<file path="src/rtl/fuzzy_operand_seq_pkg.sv">
// Shared definitions for the fuzzy operand sequencer and fuzzy evaluator:
// FSM state encodings, operator codes and the default membership width.
package fuzzy_operand_seq_pkg;

    localparam int unsigned FUZZY_WIDTH = 8;

    typedef enum logic [2:0] {
        S_IDLE    = 3'd0,
        S_FETCH_A = 3'd1,
        S_FETCH_B = 3'd2,
        S_EVAL    = 3'd3,
        S_HOLD    = 3'd4
    } state_e;

    localparam logic [1:0] OP_AND  = 2'd0;
    localparam logic [1:0] OP_OR   = 2'd1;
    localparam logic [1:0] OP_NOT  = 2'd2;
    localparam logic [1:0] OP_RSVD = 2'd3;

endpackage

</file>
<file path="src/rtl/fuzzy_eval.sv">
// Combinational fuzzy operator: AND = min, OR = max, NOT = complement of a.
// Reserved operator code yields zero.
module fuzzy_eval
    import fuzzy_operand_seq_pkg::*;
#(
    parameter int unsigned WIDTH = FUZZY_WIDTH
) (
    input  logic [1:0]       op_i,
    input  logic [WIDTH-1:0] a_i,
    input  logic [WIDTH-1:0] b_i,
    output logic [WIDTH-1:0] y_o
);

    always_comb begin
        y_o = '0;
        case (op_i)
            OP_AND:  y_o = (a_i < b_i) ? a_i : b_i;
            OP_OR:   y_o = (a_i > b_i) ? a_i : b_i;
            OP_NOT:  y_o = ~a_i;
            OP_RSVD: y_o = '0;
            default: y_o = '0;
        endcase
    end

endmodule

</file>
<file path="src/rtl/fuzzy_operand_seq.sv">
// Sequencer around a shared 2:1 operand mux: fetches A (sel=0) then B (sel=1),
// evaluates the fuzzy operator and holds the result under valid/ready.
module fuzzy_operand_seq
    import fuzzy_operand_seq_pkg::*;
#(
    parameter int unsigned WIDTH = FUZZY_WIDTH
) (
    input  logic             clk,
    input  logic             rst,
    input  logic             start,
    input  logic [1:0]       op,
    output logic             sel,
    input  logic [WIDTH-1:0] mux_res,
    output logic [WIDTH-1:0] result,
    output logic             valid,
    input  logic             ready,
    output logic             busy
);

    state_e           state_q;
    logic [1:0]       op_q;
    logic [WIDTH-1:0] a_q;
    logic [WIDTH-1:0] b_q;
    logic [WIDTH-1:0] result_q;
    logic             valid_q;
    logic [WIDTH-1:0] result_d;

    fuzzy_eval #(
        .WIDTH(WIDTH)
    ) u_eval (
        .op_i (op_q),
        .a_i  (a_q),
        .b_i  (b_q),
        .y_o  (result_d)
    );

    always_ff @(posedge clk or posedge rst) begin
        if (rst) begin
            state_q  <= S_IDLE;
            op_q     <= '0;
            a_q      <= '0;
            b_q      <= '0;
            result_q <= '0;
            valid_q  <= 1'b0;
        end else begin
            case (state_q)
                S_IDLE: begin
                    if (start) begin
                        op_q    <= op;
                        state_q <= S_FETCH_A;
                    end
                end
                S_FETCH_A: begin
                    a_q     <= mux_res;
                    // NOT needs only operand A, so the B fetch is skipped
                    state_q <= (op_q == OP_NOT) ? S_EVAL : S_FETCH_B;
                end
                S_FETCH_B: begin
                    b_q     <= mux_res;
                    state_q <= S_EVAL;
                end
                S_EVAL: begin
                    result_q <= result_d;
                    valid_q  <= 1'b1;
                    state_q  <= S_HOLD;
                end
                S_HOLD: begin
                    if (ready) begin
                        valid_q <= 1'b0;
                        state_q <= S_IDLE;
                    end
                end
                default: state_q <= S_IDLE;
            endcase
        end
    end

    // sel decodes state only, so the upstream mux sees a stable select all cycle
    assign sel    = (state_q == S_FETCH_B);
    assign busy   = (state_q != S_IDLE);
    assign result = result_q;
    assign valid  = valid_q;

endmodule

</file>
<file path="config.mk">
export PLATFORM = sky130hd
export DESIGN_NAME = fuzzy_operand_seq
export DESIGN_NICKNAME = d
export VERILOG_FILES = /design/src/rtl/fuzzy_operand_seq_pkg.sv /design/src/rtl/fuzzy_eval.sv /design/src/rtl/fuzzy_operand_seq.sv
export SDC_FILE = /design/constraint.sdc
export NUM_CORES = 1
export LEC_CHECK = 0
export CAP_MARGIN = 20
export CORE_UTILIZATION = 48
export CTS_CLUSTER_DIAMETER = 120
export DETAILED_ROUTE_END_ITERATION = 10
export GPL_ROUTABILITY_DRIVEN = 0
export PLACE_DENSITY = 0.76
export SETUP_SLACK_MARGIN = 0.02
export SYNTH_ARGS = -nofsm -noshare
export SYNTH_HDL_FRONTEND = slang
export SYNTH_HIERARCHICAL = 1
export SYNTH_SLANG_ARGS = --single-unit
</file>
<file path="constraint.sdc">
create_clock -name clk -period 2.25 [get_ports clk]
set_input_delay 0.45 -clock clk [delete_from_list [all_inputs] [get_ports clk]]
set_output_delay 0.45 -clock clk [all_outputs]
set_load 0.005 [all_outputs]
</file>
==> results of run 1 <==
synth_stat cells (2+ instances only):
cell type | n | area (um2)
mux2_2 | 26 | 293
nand4_1 | 2 | 12.5
nand2_1 | 8 | 30.0
mux2i_1 | 2 | 20.0
a21oi_1 | 4 | 20.0
or3_1 | 2 | 12.5
dfrtp_1 | 30 | 751
o21ai_0 | 2 | 10.0
inv_2 | 2 | 7.51
inv_1 | 11 | 41.3
buf_2 | 2 | 10.0
nor2_1 | 10 | 37.5
a221o_1 | 6 | 60.1
ha_1 | 8 | 100
buf_6 | 2 | 22.5
nand3_1 | 2 | 10.0
routing by layer:
layer | global-route usage [%] | vias to the layer above | share of wire (%)
li1 | - | 634 | -
met1 | 24.4 | 646 | 43
met2 | 32.4 | 42 | 51
met3 | 3.31 | 9 | 4.2
met4 | 11.3 | 0 | 2.4
met5 | 0 | - | 0
sequential cells by signal, indices dropped and copies added (netlist names):
name and flops:
a_q 8, result 8, b_q 8, valid 1
state_q 3, op_q 2
cell type report:
class / count / area, um2
fillers: 252 / 1120
inverters: 13 / 48.8
clock inverters: 1 / 5.00
clock buffers: 7 / 55.1
multi-input cells: 100 / 957
flip-flops and latches: 30 / 752
well taps: 46 / 57.6
repair buffers: 44 / 390
repair_timing:
| action | in CTS | in global routing |
|---|---|---|
| cloned | 0 | 0 |
| setup buffers | 1 | 9 |
| setup endpoints to repair | 1 | 6 |
| resized for setup | 1 | 11 |
| pin swaps | 0 | 15 |
power by group through the flow:
stage | clock network [mW] | registers [mW] | logic, mW
6_report | 0.338 | 1.09 | 2.45
5_1_grt | 0.374 | 1.12 | 2.67
4_1_cts | 0.346 | 1.07 | 2.09
3_5_place_dp | 0 | 1.07 | 2.06
3_3_place_gp | 0 | 1.05 | 1.99
2_1_floorplan | 0 | 0.995 | 1.55
kinds of logic after synthesis:
family                     Yosys count  share of synthesized area, %
AOI/OAI and AO/OA                   26                          13.8
buffers and inverters               19                          5.34
muxes                               28                          18.0
xor gates and xnor gates             1                         0.505
and+or+nand+nor                     37                          13.3
adders and majority gates            8                          5.77
DFF                                 30                          43.3
how the worst min path moves through the flow:
stage,from,end,depth (start not counted),slack (ps)
floorplan,op_q[0]$_DFFE_PP0P_,op_q[0]$_DFFE_PP0P_,1,500
finish,rst,a_q[4]$_DFFE_PP0P_,3,490
global placement,result[1]$_DFFE_PP0P_,result[1]$_DFFE_PP0P_,1,490
global route,rst,a_q[5]$_DFFE_PP0P_,3,540
detailed placement,result[1]$_DFFE_PP0P_,result[1]$_DFFE_PP0P_,1,490
CTS,rst,a_q[5]$_DFFE_PP0P_,3,510
worst min-delay path, stage by stage:
cell,delay [ps]
clkdlybuf4s50_1,400
inv_1,60
buf_4,340
==> out/qor.yml, run 1 <==
finish:
  final_common_cell: "dfrtp_1"
  fin_nets: 216
  fin_area_um2: 2270
  layout.cells.non_filler: 241
  area_growth_pct: 30.6
  drive_gt1_share_pct: 39.0
  final_util_pct: 66.9
  layout_common_cells: "dfrtp_1 (29), mux2_2 (26), clkdlybuf4s50_1 (24), buf_4 (20), nor2_1 (10)"
  diodes: 0
placement:
  port-buffer-count: 24
  placed_cells: 223
  dp_hpwl_mm: 2.55
  pre_cts_ws_ps: 42.9
  placed_area_um2: 2060
pwr:
  power_frac_comb_pct: 63.3
  powerDensity_nw_per_um2: 1710
  ir_worst_vdd_mv: 0.793
  p_switching_mw: 1.54
  p_seq_share_pct: 28.0
  p_total_mw: 3.88
  swShare_pct: 39.8
  clock_power_share_pct: 8.7
  p_leak_nw: 0.986
  p_int_mw: 2.33
sta:
  fin_crit_sh_pct: 97.5
  tightest_slew_ps: 518
  fin_crit_ps: 2190
  fin_tns_setup_ps: 0
  slew_violations: 0
  fin_skew_ps: 6.28
  fin_ws_ps: 56.5
  relSlewSlack_pct: 65.4
  rsz0062_at_grt: "yes"
  fin_hold_ws_ps: 488
  setup_violations: 0
  hold_viol: 0
  fmax_ghz: 0.456
drt:
  viasPerCell: 5.52
  wl_mm: 3.77
  drtAntennaViolNets: 0
  post-route-drc-count: 0
  wl_per_cell_um: 15.7
  drt-initial-drc-count: 64
  vias: 1331
  drt_first_pass_iters: 4
yosys:
  synth_cell_types: 46
  synth_warnings: 6
  ys_async_sr_fraction_pct: 100
  yosysSeqAreaShare_pct: 43.3
  synthCells: 149
  synth_edf_count: 0
  synth.cell_area_um2: 1740
  syn-num-nets: 171
  postSynthAreaPerCell_um2: 11.6
  synth-seq-cells: 30
  synthFlopType: "dfrtp_1"
global_route:
  grt_first_pass_wirelength_mm: 5.86
  grt_usage_pct: 19.7
  first_global_vias: 1302
  antenna_found_initial: 0
  grt_remaining_overflow: 0
  grt_max_degree: 31
floorplanning:
  row_count: 21
  fp.coreArea_um2: 3390
  start_util_pct: 51.2
  ioPinCount: 25
  die_height_um: 62.1
  dieArea_um2: 3860
  die_w_um: 62.1
setup_path:
  start_kind: "flop"
  worstReg2RegEnd: "result[4]$_DFFE_PP0P_"
  rrSetupSlack_ps: 60
  cp_data_required_time_ps: 2480
  critPathCapture: "result[4]$_DFFE_PP0P_"
  path_cells: "inv_1 > ha_1 > nand4_1 > a21oi_4 > o211ai_4 > and3_4 > a221o_1 > mux2_2"
  critPathKind: "reg2reg"
  crit_slowest_cell: "dfrtp_1"
  arrival_ps: 2420
  r2r_cells: 8
  path_max_fanout: 5
  cp_top_family: "compound AO/OA/AOI/OAI gates"
  cp.depth: 8
  cp-startpoint: "b_q[4]$_DFFE_PP0N_"
  critical_path_buf_inv_count: 1
  crit_path_end_kind: "flop"
  crit_path_max_incr_delay_ps: 390
  r2r-start: "b_q[4]$_DFFE_PP0N_"
clocking:
  cts.clk_slew.worst_paths_ps: 90
  clockBufferDepth: 2
  cts_buffers: 5
  hold_buffers: 0
  cts_tree: "done"
  cts_num_sinks: 30
  cts_max_level: 2
  cts_root_buffer: "clkbuf_4"
  worstSkewPairLatency_ps: 330
flow_run:
  max_cap_violations: 0
min_path:
  worstHoldPathType: "in2async"
run_status:
  outcome: "completed"
No activity file was read; power rests on OpenSTA's default activity.
==> inputs of run 2 (changes only) <==
Settings changed: CAP_MARGIN 20 to default, CELL_PAD_IN_SITES_DETAIL_PLACEMENT from default to 1, CELL_PAD_IN_SITES_GLOBAL_PLACEMENT from default to 1, CORE_UTILIZATION 48 to 39, HOLD_SLACK_MARGIN from default to 0.08, PLACE_DENSITY 0.76 to 0.77.
==> run 2 against run 1 <==
Against the previous run:
- the run now ends with negative setup slack left
- combinational power grew 4%
- cell area grew 2.5%
- clock skew shrank 0.51 ps
==> out/qor.yml, run 2 (same netlist as run 1, synthesis figures left out) <==
global_route:
  antenna_found_initial: 0  # unchanged
  grt_first_pass_wirelength_mm: 6.73  # was 5.86 mm
  grt_usage_pct: 20.3  # was 19.7%
  grt_max_degree: 31  # unchanged
  grt_remaining_overflow: 0  # unchanged
  first_global_vias: 1402  # was 1302
placement:
  placed_area_um2: 2100  # was 2060 um2
  placed_cells: 231  # was 223
  port-buffer-count: 24  # unchanged
  dp_hpwl_mm: 3.05  # was 2.55 mm
setup_path:
  cp_data_required_time_ps: 2410  # was 2480 ps
  path_max_fanout: 2  # was 5
  critPathKind: "reg2reg"  # unchanged
  crit_path_end_kind: "flop"  # unchanged
  arrival_ps: 2460  # was 2420 ps
  start_kind: "flop"  # unchanged
finish:
  final_util_pct: 56.0  # was 66.9%
  drive_gt1_share_pct: 39.4  # was 39.0%
  diodes: 0  # unchanged
  final_common_cell: "dfrtp_1"  # unchanged
  fillers: 454  # was 252
  fin_nets: 219  # was 216
  fin_area_um2: 2320  # was 2270 um2
  layout_common_cells: "dfrtp_1 (30), mux2_2 (25), clkdlybuf4s50_1 (24), buf_4 (23)"  # was dfrtp_1 (29), mux2_2 (26), clkdlybuf4s50_1 (24), buf_4 (20), nor2_1 (10)
  area_growth_pct: 33.8  # was 30.6%
  layout.cells.non_filler: 248  # was 241
flow_run:
  max_cap_violations: 0  # unchanged
clocking:
  cts_num_sinks: 30  # unchanged
  worstSkewPairLatency_ps: 280  # was 330 ps
  cts_buffers: 5  # unchanged
  cts_root_buffer: "clkbuf_8"  # was clkbuf_4
  clockBufferDepth: 2  # unchanged
  cts_max_level: 2  # unchanged
  cts_tree: "done"  # unchanged
  cts.clk_slew.worst_paths_ps: 70  # was 90 ps
drt:
  vias: 1359  # was 1331
  drt_first_pass_iters: 4  # unchanged
  drt-initial-drc-count: 82  # was 64
  post-route-drc-count: 0  # unchanged
  drtAntennaViolNets: 0  # unchanged
  viasPerCell: 5.48  # was 5.52
  wl_mm: 4.58  # was 3.77 mm
  wl_per_cell_um: 18.5  # was 15.7 um
pwr:
  powerDensity_nw_per_um2: 1800  # was 1710 nW/um2
  ir_worst_vdd_mv: 0.720  # was 0.793 mV
  p_leak_nw: 1.03  # was 0.986 nW
  p_total_mw: 4.17  # was 3.88 mW
sta:
  fin_tns_setup_ps: -54.9  # was 0 ps
  hold_viol: 0  # unchanged
  fin_ws_ps: -54.9  # was 56.5 ps
  fin_skew_ps: 5.77  # was 6.28 ps
  tightest_slew_ps: 551  # was 518 ps
  slew_violations: 0  # unchanged
  fmax_ghz: 0.434  # was 0.456 GHz
  fin_crit_ps: 2300  # was 2190 ps
  setup_violations: 1  # was 0
  rsz0062_at_grt: "yes"  # unchanged
  fin_crit_sh_pct: 102  # was 97.5%
  relSlewSlack_pct: 63.2  # was 65.4%
floorplanning:
  fp.coreArea_um2: 4140  # was 3390 um2
  row_count: 23  # was 21
  start_util_pct: 41.9  # was 51.2%
  dieArea_um2: 4720  # was 3860 um2
  die_w_um: 68.7  # was 62.1 um
  ioPinCount: 25  # unchanged
  die_height_um: 68.7  # was 62.1 um
min_path:
  worstHoldPathType: "reg2reg"  # was in2async
run_status:
  violations: "negative setup slack"
  outcome: "complete, but fails checks"  # was completed
run 2: changes by cell type in the layout (fill, tap and decap cells not counted), moves of 2 or more:
cell / before / now
inv_2: 5 / 3
buf_4: 20 / 23
inv_1: 8 / 10
ha_4: 3 / 1
clkbuf_4: 5 / 0
clkbuf_8: 1 / 5
run 2: routing by layer:
metal  part of all wire, %  up-vias  GRT usage [%]
met5                     0        -              0
met4                   1.1        0           6.89
met3                   4.2        8           5.26
met2                    52       39           37.9
met1                    43      672           22.1
li1                      -      640              -
run 2: final cells by class:
class / count / area, um2 / share of cell area, %
multi-input combinational: 100 / 938 / 40.4
timing repair buffer: 47 / 413 / 17.8
sequential: 30 / 751 / 32.3
tap: 50 / 62.6 / 2.69
inverter: 13 / 48.8 / 2.10
clock buffer: 5 / 68.8 / 2.96
clock inverter: 3 / 40.0 / 1.72
run 2: critical path, cell delays in order, from the launching register on:
cell      delay (ps)
dfrtp_1          390
inv_2             90
ha_4             210
nor2b_4          130
o211ai_4         200
a21o_2           190
buf_4            130
a21oi_1           90
a311oi_1         370
o31ai_1          140
mux2_2           270
run 2: path summary, 6_finish.rpt:
| path | from | end | slack, ps | depth (start not counted) |
|---|---|---|---|---|
| min reg2reg | result[3]$_DFFE_PP0P_ | result[3]$_DFFE_PP0P_ | 510 | 1 |
| max | b_q[1]$_DFFE_PP0N_ | result[3]$_DFFE_PP0P_ | -50 | 10 |
| min | result[3]$_DFFE_PP0P_ | result[3]$_DFFE_PP0P_ | 510 | 1 |
| max in group asynchronous | rst | result[1]$_DFFE_PP0P_ | 1410 | 3 |
| min in group asynchronous | rst | result[6]$_DFFE_PP0P_ | 550 | 3 |
| max reg2reg | b_q[1]$_DFFE_PP0N_ | result[3]$_DFFE_PP0P_ | -50 | 10 |
run 2: what timing repair did:
item                       in CTS  in global routing
gates resized for setup         5                  5
pin swaps                       6                  6
buffers inserted                5                  4
hold buffers                    0                  0
hold endpoints to repair        0                  0
setup endpoints to repair       5                  9
run 2: metrics by stage:
step                      hold WS (ps)  setup WS (ps)
after floorplan                    496            104
after global placement             489           89.1
after detailed placement           494          -35.3
after CTS                          508           21.1
after global routing               534           -122
final                              506          -54.9
run 2: power by group:
group | switching, mW | total (mW) | internal (mW)
Clock | 0.203 | 0.528 | 0.325
Sequential | 0.276 | 1.09 | 0.809
Combinational | 1.17 | 2.56 | 1.39
==> inputs of run 3 (changes only) <==
Settings changed: CORE_MARGIN from default to 2, CORE_UTILIZATION 39 to 38, CTS_CLUSTER_DIAMETER 120 to default, SYNTH_HIERARCHICAL 1 to default.
==> run 3 against run 2 <==
Against the previous run:
- the flow now finishes without violations
- flip-flop and latch count unchanged
- sequential share of layout area rose by 3.6 points
- die area increased by 6.1%
- critical endpoint is now busy
- count of clock-buffer cells in the layout rose by 2
- largest cell class unchanged
- cell count stayed put
- sequential power barely moved
- first-iteration DRC count decreased by 30%
- synthesized area fell by 2.4%
- wire length down 5.7%
- cell area fell by 10%
==> out/qor.yml, run 3 <==
yosys:
  ys_async_sr_fraction_pct: 100  # unchanged
  synth.cell_area_um2: 1690  # was 1740 um2
  syn-num-nets: 187  # was 171
  yosys.area.top_type_share_pct: 44.3  # was 43.3%
  postSynthAreaPerCell_um2: 10.3  # was 11.6 um2
  synthCells: 165  # was 149
  yosysSeqAreaShare_pct: 44.3  # was 43.3%
  synth_edf_count: 0  # unchanged
  synth_warnings: 0  # was 6
  synth.most_common_cell: "dfrtp_1"  # unchanged
  synth-seq-cells: 30  # unchanged
  synthTopCellsByCount: "dfrtp_1 (30), mux2_2 (17), a21oi_1 (15)"  # was dfrtp_1 (30), mux2_2 (26), inv_1 (11)
  synthFlopType: "dfrtp_1"  # unchanged
  yosysTopAreaCell: "dfrtp_1"  # unchanged
  synth_cell_types: 30  # was 46
  synth.area.top_cells: "dfrtp_1 (44%), mux2_2 (11%), mux2i_1 (8.3%), ha_1 (5.9%), a21oi_1 (4.4%)"  # was dfrtp_1 (43%), mux2_2 (17%), ha_1 (5.8%), a221o_1 (3.5%), inv_1 (2.4%)
placement:
  placed_area_um2: 2010  # was 2100 um2
  pre_cts_ws_ps: 182  # was -35.3 ps
  port-buffer-count: 24  # unchanged
  dp_hpwl_mm: 3.14  # was 3.05 mm
  placed_cells: 241  # was 231
finish:
  fin_nets: 218  # was 219
  drive_gt1_share_pct: 16.8  # was 39.4%
  fin_area_um2: 2090  # was 2320 um2
  multi_input_area_um2: 881  # was 938 um2
  final_common_cell: "dfrtp_1"  # unchanged
  area_growth_pct: 23.3  # was 33.8%
  layout.cells.non_filler: 248  # unchanged
  final_util_pct: 48.3  # was 56.0%
  fillers: 488  # was 454
  diodes: 0  # unchanged
  layout_common_cells: "dfrtp_1 (30), clkdlybuf4s50_1 (24), mux2_2 (17), a21oi_1 (15), mux2i_1 (14)"  # was dfrtp_1 (30), mux2_2 (25), clkdlybuf4s50_1 (24), buf_4 (23)
  seqCellArea_um2: 751  # unchanged
clocking:
  ctsResizeCount: 0  # was 5
  cts.clk_slew.worst_paths_ps: 60  # was 70 ps
  cts_max_level: 2  # unchanged
  clockBufferDepth: 2  # unchanged
  cts_tree: "done"  # unchanged
  cts_buffers: 5  # unchanged
  cts_root_buffer: "clkbuf_8"  # unchanged
  worstSkewPairLatency_ps: 280  # about the same
  cts_num_sinks: 30  # unchanged
  hold_buffers: 0  # unchanged
sta:
  slew_violations: 0  # unchanged
  setup_violations: 0  # was 1
  rsz0062_at_grt: "no"  # was yes
  fin_tns_setup_ps: 0  # was -54.9 ps
  fin_ws_ps: 154  # was -54.9 ps
  relSlewSlack_pct: 60.8  # was 63.2%
  fin_crit_sh_pct: 93.1  # was 102%
  fin_crit_ps: 2100  # was 2300 ps
  tightest_slew_ps: 588  # was 551 ps
  hold_viol: 0  # unchanged
  fmax_ghz: 0.477  # was 0.434 GHz
  fin_skew_ps: 2.27  # was 5.77 ps
setup_path:
  rrSetupSlack_ps: 180  # was -50 ps
  crit_path_max_incr_delay_ps: 470  # was 390 ps
  crit_path_end_kind: "output pin"  # was flop
  critPathKind: "reg2out"  # was reg2reg
  crit_slowest_cell: "dfrtp_1"  # unchanged
  start_kind: "flop"  # unchanged
  critical_path_buf_inv_count: 1  # was 2
  arrival_ps: 1650  # was 2460 ps
  cp_data_required_time_ps: 1800  # was 2410 ps
  path_cells: "or3_1 > clkdlybuf4s50_1"  # was inv_2 > ha_4 > nor2b_4 > o211ai_4 > a21o_2 > buf_4 > a21oi_1 > a311oi_1 > o31ai_1 > mux2_2
  path_max_fanout: 8  # was 2
  cp_top_family: "flip-flops"  # was compound AO/OA/AOI/OAI gates
drt:
  wl_per_cell_um: 17.4  # was 18.5 um
  post-route-drc-count: 0  # unchanged
  drt-initial-drc-count: 57  # was 82
  viasPerCell: 5.48  # about the same
  drt_first_pass_iters: 4  # unchanged
  drtAntennaViolNets: 0  # unchanged
  vias: 1360  # was 1359
  wl_mm: 4.32  # was 4.58 mm
global_route:
  grt_remaining_overflow: 0  # unchanged
  grt_first_pass_wirelength_mm: 7.37  # was 6.73 mm
  grt_usage_pct: 19.1  # was 20.3%
  antenna_found_initial: 0  # unchanged
  first_global_vias: 1493  # was 1402
  grt_max_degree: 31  # unchanged
floorplanning:
  die_height_um: 70.8  # was 68.7 um
  fp.coreArea_um2: 4320  # was 4140 um2
  start_util_pct: 39.2  # was 41.9%
  die_w_um: 70.8  # was 68.7 um
  dieArea_um2: 5010  # was 4720 um2
  ioPinCount: 25  # unchanged
  row_count: 24  # was 23
pwr:
  ir_worst_vdd_mv: 0.681  # was 0.720 mV
  powerDensity_nw_per_um2: 1620  # was 1800 nW/um2
  p_leak_nw: 0.910  # was 1.03 nW
flow_run:
  max_cap_violations: 0  # unchanged
run_status:
  outcome: "completed"  # was complete, but fails checks
min_path:
  worstHoldPathType: "reg2reg"  # unchanged
[run 3: repair_timing]
action,4_1_cts,5_1_grt
hold endpoints to repair,0,0
setup endpoints to repair,0,1
buffers inserted,0,0
[run 3: path summary, 6_finish.rpt]
check | from | to | cells past startpoint
hold / removal | result[1]$_DFFE_PP0P_ | result[1]$_DFFE_PP0P_ | 2
hold reg to reg | result[1]$_DFFE_PP0P_ | result[1]$_DFFE_PP0P_ | 2
max in group asynchronous | rst | a_q[5]$_DFFE_PP0P_ | 3
setup / recovery | state_q[2]$_DFFE_PP0P_ | busy | 2
min in group asynchronous | rst | valid$_DFFE_PP0P_ | 3
setup reg to reg | a_q[1]$_DFFE_PP0P_ | result[4]$_DFFE_PP0P_ | 7
[run 3: power by group]
| part | switching [mW] | leakage (nW) | internal (mW) |
|---|---|---|---|
| Clock | 0.199 | 0.0383 | 0.213 |
| Sequential | 0.282 | 0.368 | 0.802 |
| Combinational | 0.933 | 0.504 | 0.964 |
| Total | 1.41 | 0.910 | 1.98 |
[run 3: per-layer routing]
layer | global-route usage, % | vias to the layer above | part of all wire (%)
li1 | - | 644 | -
met1 | 23.1 | 684 | 44
met2 | 34.3 | 28 | 52
met3 | 5.41 | 4 | 4.0
met4 | 3.35 | 0 | 0.86
met5 | 0 | - | 0
[run 3: worst register-to-register path, cell delays in order (launching register included)]
cell and delay [ps]:
dfrtp_1 420, ha_1 320, nor2b_1 140, o211ai_1 160
a21oi_1 150, nor2_4 260, mux2_2 380, o21ai_1 150
[run 3: layout make-up]
type / count / share of cell area [%]
Timing Repair Buffer: 29 / 13.3
Clock buffer: 7 / 3.65
Multi-Input combinational cell: 120 / 42.2
Inverter: 10 / 1.80
Sequential cell: 30 / 35.9
Tap cell: 52 / 3.12
[run 3: stage by stage]
step / power (mW) / hold slack, ps
after global placement: 2.87 / 486
final: 3.39 / 501
after detailed placement: 2.99 / 488
after floorplan: 2.36 / 488
after global routing: 3.70 / 522
after CTS: 3.43 / 502
[run 3: cell families (layout without fill, tap and decap cells)]
kind of cell    Yosys count  count (layout)  share of synthesized area (%)
buf+inv                  15              46                           3.69
compound gates           37              37                           12.7
flops                    30              30                           44.3
simple gates             44              44                           13.8
fa+ha+maj                 8               8                           5.91
mux                      31              31                           19.6
